### src/rtl/fir_decim_fifo_if.sv
// Sample stream between the FIR output stage and its neighbours: filter-side
// samples in, decimated samples out towards the sink with ready/valid.
interface fir_decim_fifo_if;
    logic signed [9:0] data_i;
    logic              valid_i;
    logic signed [7:0] data_o;
    logic              valid_o;
    logic              ready_i;

    modport master (output data_i, valid_i, ready_i, input data_o, valid_o);
    modport slave  (input data_i, valid_i, ready_i, output data_o, valid_o);
endinterface

### src/rtl/fir_decim_fifo.sv
// Integrate-and-dump decimator with round/saturate to 8 bits, feeding a
// show-ahead FIFO so the sink can stall without stalling the filter.
module fir_decim_fifo #(
    parameter int DECIM = 4,
    parameter int DEPTH = 8
) (
    input  logic                   clk,
    input  logic                   rst,
    fir_decim_fifo_if.slave        bus,
    output logic [$clog2(DEPTH):0] level_o,
    output logic                   overflow_o
);
    localparam int SH   = $clog2(DECIM);
    localparam int AW   = $clog2(DEPTH);
    localparam int ACCW = 10 + SH;
    localparam int PW   = (SH > 0) ? SH : 1;
    localparam logic [PW-1:0] PH_LAST = PW'(DECIM - 1);

    logic [PW-1:0]          phase_q, phase_d;
    logic signed [ACCW-1:0] acc_q, acc_d;
    logic signed [ACCW-1:0] din, sum, avg;
    logic signed [9:0]      avg10;
    logic signed [10:0]     avg_r, rnd;
    logic [7:0]             res;
    logic [7:0]             out_q, out_d;
    logic                   push_q, push_d;

    logic [AW:0]            wr_q, wr_d, rd_q, rd_d;
    logic                   ovf_q, ovf_d;
    logic [7:0]             mem_q [DEPTH];
    logic                   full, empty, pop, push;

    assign din = bus.data_i;

    // The sum includes the current sample so the group closes on its last input.
    always_comb begin
        sum   = (phase_q == '0) ? din : acc_q + din;
        avg   = sum >>> SH;
        avg10 = avg[9:0];
        avg_r = {avg10[9], avg10} + 11'sd2;
        rnd   = avg_r >>> 2;
        if (rnd > 11'sd127)       res = 8'h7F;
        else if (rnd < -11'sd128) res = 8'h80;
        else                      res = rnd[7:0];
    end

    always_comb begin
        phase_d = phase_q;
        acc_d   = acc_q;
        out_d   = out_q;
        push_d  = 1'b0;
        if (bus.valid_i) begin
            acc_d = sum;
            if (phase_q == PH_LAST) begin
                phase_d = '0;
                push_d  = 1'b1;
                out_d   = res;
            end else begin
                phase_d = phase_q + PW'(1);
            end
        end
    end

    always_ff @(posedge clk) begin
        if (rst) begin
            phase_q <= '0;
            acc_q   <= '0;
            out_q   <= '0;
            push_q  <= 1'b0;
        end else begin
            phase_q <= phase_d;
            acc_q   <= acc_d;
            out_q   <= out_d;
            push_q  <= push_d;
        end
    end

    // Pointers carry an extra wrap bit so full and empty are distinguishable.
    assign empty = (wr_q == rd_q);
    assign full  = (wr_q[AW] != rd_q[AW]) && (wr_q[AW-1:0] == rd_q[AW-1:0]);
    assign pop   = !empty && bus.ready_i;
    assign push  = push_q && (!full || pop);

    always_comb begin
        wr_d  = push ? wr_q + (AW+1)'(1) : wr_q;
        rd_d  = pop  ? rd_q + (AW+1)'(1) : rd_q;
        ovf_d = ovf_q || (push_q && full && !pop);
    end

    always_ff @(posedge clk) begin
        if (rst) begin
            wr_q  <= '0;
            rd_q  <= '0;
            ovf_q <= 1'b0;
        end else begin
            wr_q  <= wr_d;
            rd_q  <= rd_d;
            ovf_q <= ovf_d;
        end
    end

    always_ff @(posedge clk) begin
        if (!rst && push) mem_q[wr_q[AW-1:0]] <= out_q;
    end

    assign bus.valid_o = !empty;
    assign bus.data_o  = empty ? 8'sd0 : mem_q[rd_q[AW-1:0]];
    assign level_o     = wr_q - rd_q;
    assign overflow_o  = ovf_q;
endmodule

### src/flat_wrapper.sv
// flat-port wrapper written by rule: the top's interface ports become plain ports
module fir_decim_fifo_flat 
#(
    parameter int DECIM = 4,
    parameter int DEPTH = 8
)
  (clk, rst, level_o, overflow_o, bus_data_i, bus_valid_i, bus_ready_i, bus_data_o, bus_valid_o);
  fir_decim_fifo_if bus_i ();
  input  logic clk;
  input  logic rst;
  output logic [$clog2(DEPTH):0] level_o;
  output logic overflow_o;
  input wire logic [$bits(bus_i.data_i)-1:0] bus_data_i;
  input wire logic [$bits(bus_i.valid_i)-1:0] bus_valid_i;
  input wire logic [$bits(bus_i.ready_i)-1:0] bus_ready_i;
  output wire logic [$bits(bus_i.data_o)-1:0] bus_data_o;
  output wire logic [$bits(bus_i.valid_o)-1:0] bus_valid_o;
  assign bus_i.data_i = bus_data_i;
  assign bus_i.valid_i = bus_valid_i;
  assign bus_i.ready_i = bus_ready_i;
  assign bus_data_o = bus_i.data_o;
  assign bus_valid_o = bus_i.valid_o;
  fir_decim_fifo #(.DECIM(DECIM), .DEPTH(DEPTH)) u_core (.clk(clk), .rst(rst), .bus(bus_i), .level_o(level_o), .overflow_o(overflow_o));
endmodule
### config.mk
export PLATFORM = sky130hd
export DESIGN_NAME = fir_decim_fifo_flat
export DESIGN_NICKNAME = d
export VERILOG_FILES = /design/src/rtl/fir_decim_fifo_if.sv /design/src/rtl/fir_decim_fifo.sv /design/src/flat_wrapper.sv
export SDC_FILE = /design/constraint.sdc
export NUM_CORES = 1
export LEC_CHECK = 0
export BUFFER_PORTS_ARGS = -buffer_cell sky130_fd_sc_hd__buf_2
export CAP_MARGIN = 10
export CORE_MARGIN = 2
export CORE_UTILIZATION = 40
export CTS_BUF_LIST = sky130_fd_sc_hd__clkbuf_8
export CTS_CLUSTER_DIAMETER = 120
export DETAILED_ROUTE_END_ITERATION = 12
export PLACE_DENSITY = 0.56
export SYNTH_ARGS = -nofsm -noshare
export SYNTH_HDL_FRONTEND = slang
export SYNTH_SLANG_ARGS = --single-unit
### constraint.sdc
create_clock -name clk -period 3 [get_ports clk]
set_input_delay 0.45 -clock clk [delete_from_list [all_inputs] [get_ports clk]]
set_output_delay 0.45 -clock clk [all_outputs]
set_load 0.005 [all_outputs]
==> impl_metrics.toml, run 1 <==
[die]
die-width_um = 115
ios = 28
initial_core_util = 0.410
row_count = 40
chipHeight_um = 115
core_region_um2 = 12100
fp.dieArea_um2 = 13300

[logic_synthesis]
synth_most_common_cell = "edfxtp_1"
syn-instance-count = 420
postSynthRegisterBits = 99
yosysUniqueCellTypes = 63
postSynthNetCount = 455
synth-seq-area-share = 0.530
synth_top_cell_by_area = "edfxtp_1"
synth_async_sr_flop_share = 0
synth_edf_count = 64
ys.warnings.count = 0
synth_top_flop_cell = "edfxtp_1"
postSynthAreaPerCell_um2 = 11.8
syn_area_um2 = 4950
synthDominantCellAreaShare = 0.388
ys_top_cells_by_count = "edfxtp_1, nor2_1, dfxtp_1"
post_synth_main_area_contributors = "edfxtp_1, dfxtp_1, mux4_2"

[clock_network]
clkLatencyLatePin_ps = 360
clock_tree.root_cell = "clkbuf_8"
tritoncts_clock_tree = "yes"
cts_buffers = 9
numClockSinks = 99
maximum_buffer_depth_of_the_clock_tree = 2
cts_hold_repair.buffers = 0
cts_max_level = 3
clk_pin_slew_worst_paths_ps = 90

[routing]
drt-wirelength-per-cell_um = 16.2
antenna_left = 0
viasPerCell = 5.25
first_iter_violations = 138
route.final.wire_length_mm = 10.6
vias_after_detailed_routing = 3442
drt_pass1_iterations = 4
drc_errors = 0

[global_route]
largest_net_degree_at_the_start_of_global_routing = 29
global_route_wire_length_before_repair_mm = 17.3
grt_antenna_before_repair = 0
final_global_route_overflow_total = 0
first_global_vias = 3388
gr-usage-all-layers = 0.172

[power_and_ir_drop]
share_clk_of_total_power = 0.278
p_int_mw = 1.98
comb_power_share = 0.178
power.leakage_nw = 2.03
total_switching_power_mw = 0.731
pwr-share-seq = 0.543
power-per-cell-area_nw_per_um2 = 470
power_switching_share = 0.270
worst_ir_drop_vdd_mv = 0.165

[setup_path]
worst_path_arrival_time_ps = 3210
timing.critical_path.to_type = "flop"
worstSetupStartpointType = "flop"
critical_path_class = "reg2reg"
critical_path_required_ps = 3290
regToRegSetupSlack_ps = 80
highest_net_fanout_along_the_worst_path = 7

[layout]
seq_cell_area_um2 = 2620
fillers = 1137
final_layout_size_suffix_gt1_frac = 0.263
n_antenna_cell = 0
multi_input_comb_area_um2 = 2230
fin_cells = 655
post-route-util = 0.478
layout.nets = 517
syn_to_final_growth_pct = 16.5
final_cell_area_um2 = 5760

[timing]
final-max-slew-violation-count = 0
worst_slack_on_hold_paths_ps = 425
grt_setup_unrepaired = "yes"
number_of_hold_slack_violations_in_the_final_timing_report = 0
clock-skew-final_ps = 10.2
finalCriticalPeriod_ps = 2920
achievable-frequency_mhz = 342
share_of_the_cycle_needed_by_the_critical_path_after_routing = 0.974
relSlewSlack = 0.612
worst-slew-pin-transition_ps = 582
finalSetupViolations = 0
final.setup.worst_slack_ps = 77.3

[placement]
buffer_ports.inserted = 27
gp_routability_congestion = 0.804
place_ws_ps = -240
dpl-instance-area_um2 = 5550
dp.final_hpwl_mm = 7.63
place_inst = 636

[run]
max_cap_viol_count = 0

[run_status]
status = "completed"

[worst_hold_path]
worst_hold_path_type = "in2reg"
[repair_timing]
| action | 4_1_cts | 5_1_grt |
|---|---|---|
| endpoints found under the setup margin | 3 | 7 |
| hold endpoints to repair | 0 | 0 |
| gates resized for setup | 1 | 3 |
| setup buffers | 0 | 3 |
| pin swaps | 0 | 1 |
[critical path, stage by stage, from the launching register on]
cell      delay (ps)
dfxtp_2          350
ha_4             160
fa_2             390
a21oi_2          160
nand4_1          100
o211ai_1         170
ha_4             180
nor2b_4          140
nand2b_1          80
o211ai_1         160
nand2_1          120
a211oi_4         240
nand3b_1         120
a32o_2           310
a31oi_1          170
[state kept, by name, indices dropped and copies added (netlist names), named ones only]
signal and count:
u_core.out_q 8, u_core.rd_q 4, u_core.acc_q 12, u_core.push_q 1
u_core.wr_q 4, u_core.phase_q 2, u_core.mem_q 64, u_core.overflow_o 1
[cell type report]
type / instances / share of cell area
Tap cell: 168 / 0.0365
Timing Repair Buffer: 71 / 0.0807
Sequential cell: 99 / 0.455
Clock buffer: 9 / 0.0215
Inverter: 16 / 0.0104
Clock inverter: 7 / 0.00825
Multi-Input combinational cell: 285 / 0.387
[cell usage in the layout (no fill, tap or decap), drive strengths merged, types with 10 or more instances in the layout]
master / n
inv: 18
buf: 71
o21ai: 13
a21oi: 22
nand3: 10
nor3: 14
mux2i: 14
xnor2: 10
ha: 19
dfxtp: 35
edfxtp: 64
nand2: 22
mux4: 16
nor2: 56
[per-stage QoR]
| stage | total power, mW | setup TNS (ps) |
|---|---|---|
| 3_3_place_gp | 1.97 | -883 |
| 4_1_cts | 2.73 | 0 |
| 2_1_floorplan | 1.81 | 0 |
| 5_1_grt | 2.85 | -756 |
| 3_5_place_dp | 1.97 | -1500 |
| 6_report | 2.71 | 0 |
[layer usage]
| metal | GRT usage | vias to the layer above | part of all wire |
|---|---|---|---|
| li1 | - | 1701 | - |
| met1 | 0.219 | 1686 | 0.47 |
| met2 | 0.295 | 44 | 0.49 |
| met3 | 0.0285 | 11 | 0.023 |
| met4 | 0.0651 | 0 | 0.015 |
| met5 | 0 | - | 0 |
[power groups by stage]
stage / sequential [mW] / clock, mW / combinational, mW
2_1_floorplan: 1.50 / 0 / 0.318
3_3_place_gp: 1.50 / 0 / 0.465
3_5_place_dp: 1.50 / 0 / 0.472
4_1_cts: 1.47 / 0.780 / 0.477
5_1_grt: 1.48 / 0.838 / 0.534
6_report: 1.47 / 0.754 / 0.483
[worst paths after layout]
kind | start | endpoint | cells after the start
setup / recovery | u_core.acc_q[0] | u_core.out_q[3] | 14
hold / removal | bus_ready_i | u_core.rd_q[1] | 3
setup reg to reg | u_core.acc_q[0] | u_core.out_q[3] | 14
hold reg to reg | u_core.overflow_o | u_core.overflow_o | 2
[logic make-up after synthesis]
logic type                 synth area share
adders and majority gates            0.0561
AOI/OAI and AO/OA                     0.123
buffers and inverters                0.0329
muxes                                 0.103
and+or+nand+nor                       0.129
xor gates and xnor gates             0.0248
DFF                                   0.530
(Power assumes the default switching activity.)
==> inputs of run 2 (changes only) <==
CORE_ASPECT_RATIO = 0.75   (was unset)
==> impl_metrics.toml, run 2 (same netlist as run 1, synthesis figures left out) <==
[setup_path]
cell_at_the_slowest_stage_of_the_critical_path = "ha_1"
timing.critical_path.cells = "ha_1 -> a21oi_2 -> buf_4 -> o211ai_1 -> ha_4 -> nor2b_4 -> nand2b_1 -> o211ai_1 -> nand2_1 -> a211oi_4 -> nand3b_1 -> a32o_2 -> a31oi_1"
crit_path_start = "u_core.acc_q[2]"
rr_worst_depth = 13
timing.critical_path.to_type = "flop"
critical_path_required_ps = 3290
reg2reg_to = "u_core.out_q[5]"
worstReg2RegStart = "u_core.acc_q[2]"
regToRegSetupSlack_ps = 20
timing.critical_path.to = "u_core.out_q[5]"
worst_path_arrival_time_ps = 3270
highest_net_fanout_along_the_worst_path = 7
critical_path.max_stage_delay_ps = 400
critical_path_class = "reg2reg"
critPathMostFrequentCell = "o211ai_1"
worstSetupStartpointType = "flop"

[timing]
grt_setup_unrepaired = "yes"
achievable-frequency_mhz = 336
clock-skew-final_ps = 12.5
share_of_the_cycle_needed_by_the_critical_path_after_routing = 0.993
relSlewSlack = 0.355
final.setup.worst_slack_ps = 20.1
final-max-slew-violation-count = 0
worst_slack_on_hold_paths_ps = 422
number_of_hold_slack_violations_in_the_final_timing_report = 0
finalCriticalPeriod_ps = 2980
finalSetupViolations = 0
worst-slew-pin-transition_ps = 964

[global_route]
grt_antenna_before_repair = 0
gr-usage-all-layers = 0.175
global_route_wire_length_before_repair_mm = 18.0
first_global_vias = 3415
final_global_route_overflow_total = 0
largest_net_degree_at_the_start_of_global_routing = 28

[clock_network]
cts_hold_repair.buffers = 0
clock_tree.root_cell = "clkbuf_8"
tritoncts_clock_tree = "yes"
maximum_buffer_depth_of_the_clock_tree = 2
cts_buffers = 9
numClockSinks = 99
cts_max_level = 3
clkLatencyLatePin_ps = 350
clk_pin_slew_worst_paths_ps = 90

[placement]
place_ws_ps = -257
dp.final_hpwl_mm = 7.83
buffer_ports.inserted = 27
gp_routability_congestion = 0.807

[layout]
mostFrequentLayoutCell = "edfxtp_1"
mostFrequentLayoutCells = "edfxtp_1, nor2_1, buf_4"
largest_register_ff_count = 64
post-route-util = 0.478
n_antenna_cell = 0
layout.nets = 520
fillers = 1162
final_layout_size_suffix_gt1_frac = 0.271
syn_to_final_growth_pct = 17.6

[power_and_ir_drop]
comb_power_share = 0.181
power.leakage_nw = 2.04
p_total_mw = 2.79
power_switching_share = 0.259
total_switching_power_mw = 0.725
worst_ir_drop_vdd_mv = 0.197
p_int_mw = 2.07
pwr-share-seq = 0.527
power-per-cell-area_nw_per_um2 = 480
share_clk_of_total_power = 0.292

[routing]
drt_pass1_iterations = 4
antenna_left = 0
viasPerCell = 5.34
drt-wirelength-per-cell_um = 17.0
vias_after_detailed_routing = 3504
first_iter_violations = 183
route.final.wire_length_mm = 11.2
drc_errors = 0

[run]
max_cap_viol_count = 0

[die]
ios = 28
die-width_um = 132
initial_core_util = 0.406
row_count = 35
fp.dieArea_um2 = 13300
core_region_um2 = 12200
chipHeight_um = 100

[worst_hold_path]
worst_hold_path_type = "in2reg"

[run_status]
status = "completed"
[run 2: metal layers]
| metal | GRT usage | vias to the layer above | share of wire |
|---|---|---|---|
| met5 | 0 | - | 0 |
| met4 | 0.0430 | 0 | 0.0097 |
| met3 | 0.0359 | 8 | 0.036 |
| met2 | 0.277 | 59 | 0.45 |
| met1 | 0.247 | 1725 | 0.50 |
| li1 | - | 1712 | - |
[run 2: stage by stage]
step / area [um2] / std cells / TNS, ps
final: 5820 / 656 / 0
after global routing: 5820 / 656 / -1220
after CTS: 5780 / 656 / -231
after detailed placement: 5540 / 633 / -1680
after global placement: 5540 / 633 / -1160
after floorplan: 5000 / 420 / 0
[run 2: power by group through the flow]
stage | sequential, mW | clock [mW] | combinational, mW
3_3_place_gp | 1.50 | 0 | 0.471
6_report | 1.47 | 0.817 | 0.504
4_1_cts | 1.47 | 0.843 | 0.491
5_1_grt | 1.47 | 0.902 | 0.555
2_1_floorplan | 1.50 | 0 | 0.318
3_5_place_dp | 1.50 | 0 | 0.475
[run 2: area by class of cell]
cell class / instances / area [um2] / share of cell area
clock buffer: 9 / 124 / 0.0213
clock inverter: 7 / 60.1 / 0.0103
inverter: 16 / 60.1 / 0.0103
multi-input combinational: 285 / 2250 / 0.387
sequential: 99 / 2630 / 0.451
tap: 166 / 208 / 0.0357
timing repair buffer: 74 / 488 / 0.0839
[run 2: repair_timing]
item	CTS	global route
endpoints found under the setup margin	7	7
gates resized for setup	3	4
pin swaps	11	9
setup buffers	7	1
[run 2: worst min path at each step]
stage                            startpoint                end  slack [ps]  cells after the start
after floorplan           u_core.overflow_o  u_core.overflow_o         460                      2
after global placement     u_core.acc_q[10]   u_core.acc_q[10]         480                      2
after detailed placement   u_core.acc_q[10]   u_core.acc_q[10]         480                      2
after CTS                       bus_ready_i     u_core.rd_q[1]         400                      3
after global routing            bus_ready_i     u_core.rd_q[1]         440                      3
final                           bus_ready_i     u_core.rd_q[1]         420                      3
[run 2: worst max-delay path: cells and delay by family (launching register included)]
family          cells  cell delay, ps
flops               1             330
compound gates      6            1360
simple gates        4             490
buf+inv             1             140
fa+ha+maj           2             600
==> inputs of run 3 (changes only) <==
PLACE_DENSITY = 0.54   (was 0.56)
clock period = 3.8 ns   (was 3 ns; I/O delays follow)
==> impl_metrics.toml, run 3 (same netlist as run 1, synthesis figures left out) <==
[die]
core_region_um2 = 12200
chipHeight_um = 100
ios = 28
die-width_um = 132
row_count = 35
initial_core_util = 0.406
fp.dieArea_um2 = 13300

[layout]
post-route-util = 0.445
layout.nets = 483
fin_cells = 618
mostFrequentLayoutCells = "edfxtp_1, nor2_1, dfxtp_1"
largest_register_ff_count = 64
syn_to_final_growth_pct = 9.56
mostFrequentLayoutCell = "edfxtp_1"
final_cell_area_um2 = 5420
n_antenna_cell = 0
final_layout_size_suffix_gt1_frac = 0.184

[global_route]
largest_net_degree_at_the_start_of_global_routing = 29
gr-usage-all-layers = 0.166
global_route_wire_length_before_repair_mm = 16.9
grt_antenna_before_repair = 0
final_global_route_overflow_total = 0
first_global_vias = 3175

[power_and_ir_drop]
share_clk_of_total_power = 0.281
comb_power_share = 0.152
p_int_mw = 1.50
total_switching_power_mw = 0.546
power-per-cell-area_nw_per_um2 = 378
power_switching_share = 0.267
power.leakage_nw = 1.84
worst_ir_drop_vdd_mv = 0.153
p_total_mw = 2.05
pwr-share-seq = 0.567

[clock_network]
clk_pin_slew_worst_paths_ps = 90
cts_resized = 0
cts_setup_buffers = 0
numClockSinks = 99
clock_tree.root_cell = "clkbuf_8"
cts_buffers = 9
cts_max_level = 3
cts_hold_repair.buffers = 0
tritoncts_clock_tree = "yes"
clkLatencyLatePin_ps = 360
maximum_buffer_depth_of_the_clock_tree = 2

[setup_path]
crit_path_start = "bus_data_i[0]"
reg2reg_to = "u_core.out_q[3]"
timing.critical_path.to_type = "flop"
critical_path_class = "in2reg"
worstSetupStartpointType = "primary input"
rr_worst_depth = 15
timing.critical_path.to = "u_core.out_q[3]"
worst_path_arrival_time_ps = 3660
worstReg2RegStart = "u_core.acc_q[0]"
highest_net_fanout_along_the_worst_path = 7
regToRegSetupSlack_ps = 430
critical_path_required_ps = 4090

[timing]
relSlewSlack = 0.365
achievable-frequency_mhz = 297
final-max-slew-violation-count = 0
worst_slack_on_hold_paths_ps = 491
finalSetupViolations = 0
clock-skew-final_ps = 11.5
worst-slew-pin-transition_ps = 949
fin_setup_tns_ps = 0
share_of_the_cycle_needed_by_the_critical_path_after_routing = 0.887
final.setup.worst_slack_ps = 429
number_of_hold_slack_violations_in_the_final_timing_report = 0
finalCriticalPeriod_ps = 3370
grt_setup_unrepaired = "no"

[run_status]
status = "completed"

[routing]
antenna_left = 0
first_iter_violations = 290
drt_pass1_iterations = 4
vias_after_detailed_routing = 3310
drt-wirelength-per-cell_um = 16.9
drc_errors = 0
route.final.wire_length_mm = 10.4
viasPerCell = 5.36

[placement]
dp.final_hpwl_mm = 7.34
buffer_ports.inserted = 27
dpl-instance-area_um2 = 5260
gp_routability_congestion = 0.834
place_inst = 603
place_ws_ps = 79.2

[run]
max_cap_viol_count = 0

[worst_hold_path]
worst_hold_path_type = "reg2reg"
run 3: routing by layer:
layer | track usage | wire (um) | vias up | share of wire
met2 | 0.253 | 4600 | 63 | 0.44
li1 | - | - | 1632 | -
met4 | 0.0339 | 59 | 0 | 0.0057
met1 | 0.241 | 5280 | 1611 | 0.51
met3 | 0.0419 | 479 | 4 | 0.046
met5 | 0 | 0 | - | 0
run 3: final cells by class:
| class | count | area [um2] |
|---|---|---|
| fill | 1171 | 6750 |
| sequential | 99 | 2620 |
| multi-input combinational | 285 | 2160 |
| timing repair buffer | 37 | 210 |
| tap | 166 | 208 |
| clock buffer | 9 | 124 |
| inverter | 16 | 60.1 |
| clock inverter | 6 | 33.8 |
run 3: critical path, stage by stage:
cell and delay, ps:
buf_2 110, ha_1 240, fa_1 410, a21oi_1 220
nand4_1 120, o211ai_1 200, ha_1 250, nor2b_1 170
o2111ai_1 150, o211ai_1 120, nand2_1 120, a211oi_2 240
buf_4 160, nand3b_1 80, a32o_2 330, a31oi_1 170
run 3: worst min path at each step:
| stage | startpoint | end | depth (start not counted) |
|---|---|---|---|
| 6_report | u_core.acc_q[10] | u_core.acc_q[10] | 2 |
| 5_1_grt | bus_ready_i | u_core.rd_q[1] | 3 |
| 3_5_place_dp | u_core.overflow_o | u_core.overflow_o | 2 |
| 2_1_floorplan | u_core.overflow_o | u_core.overflow_o | 2 |
| 4_1_cts | u_core.acc_q[9] | u_core.acc_q[9] | 2 |
| 3_3_place_gp | u_core.overflow_o | u_core.overflow_o | 2 |
run 3: power by group through the flow:
stage	logic, mW	registers, mW	clock network [mW]
final	0.311	1.16	0.576
after global routing	0.349	1.16	0.644
after CTS	0.310	1.16	0.603
after detailed placement	0.308	1.19	0
after global placement	0.306	1.19	0
after floorplan	0.240	1.18	0
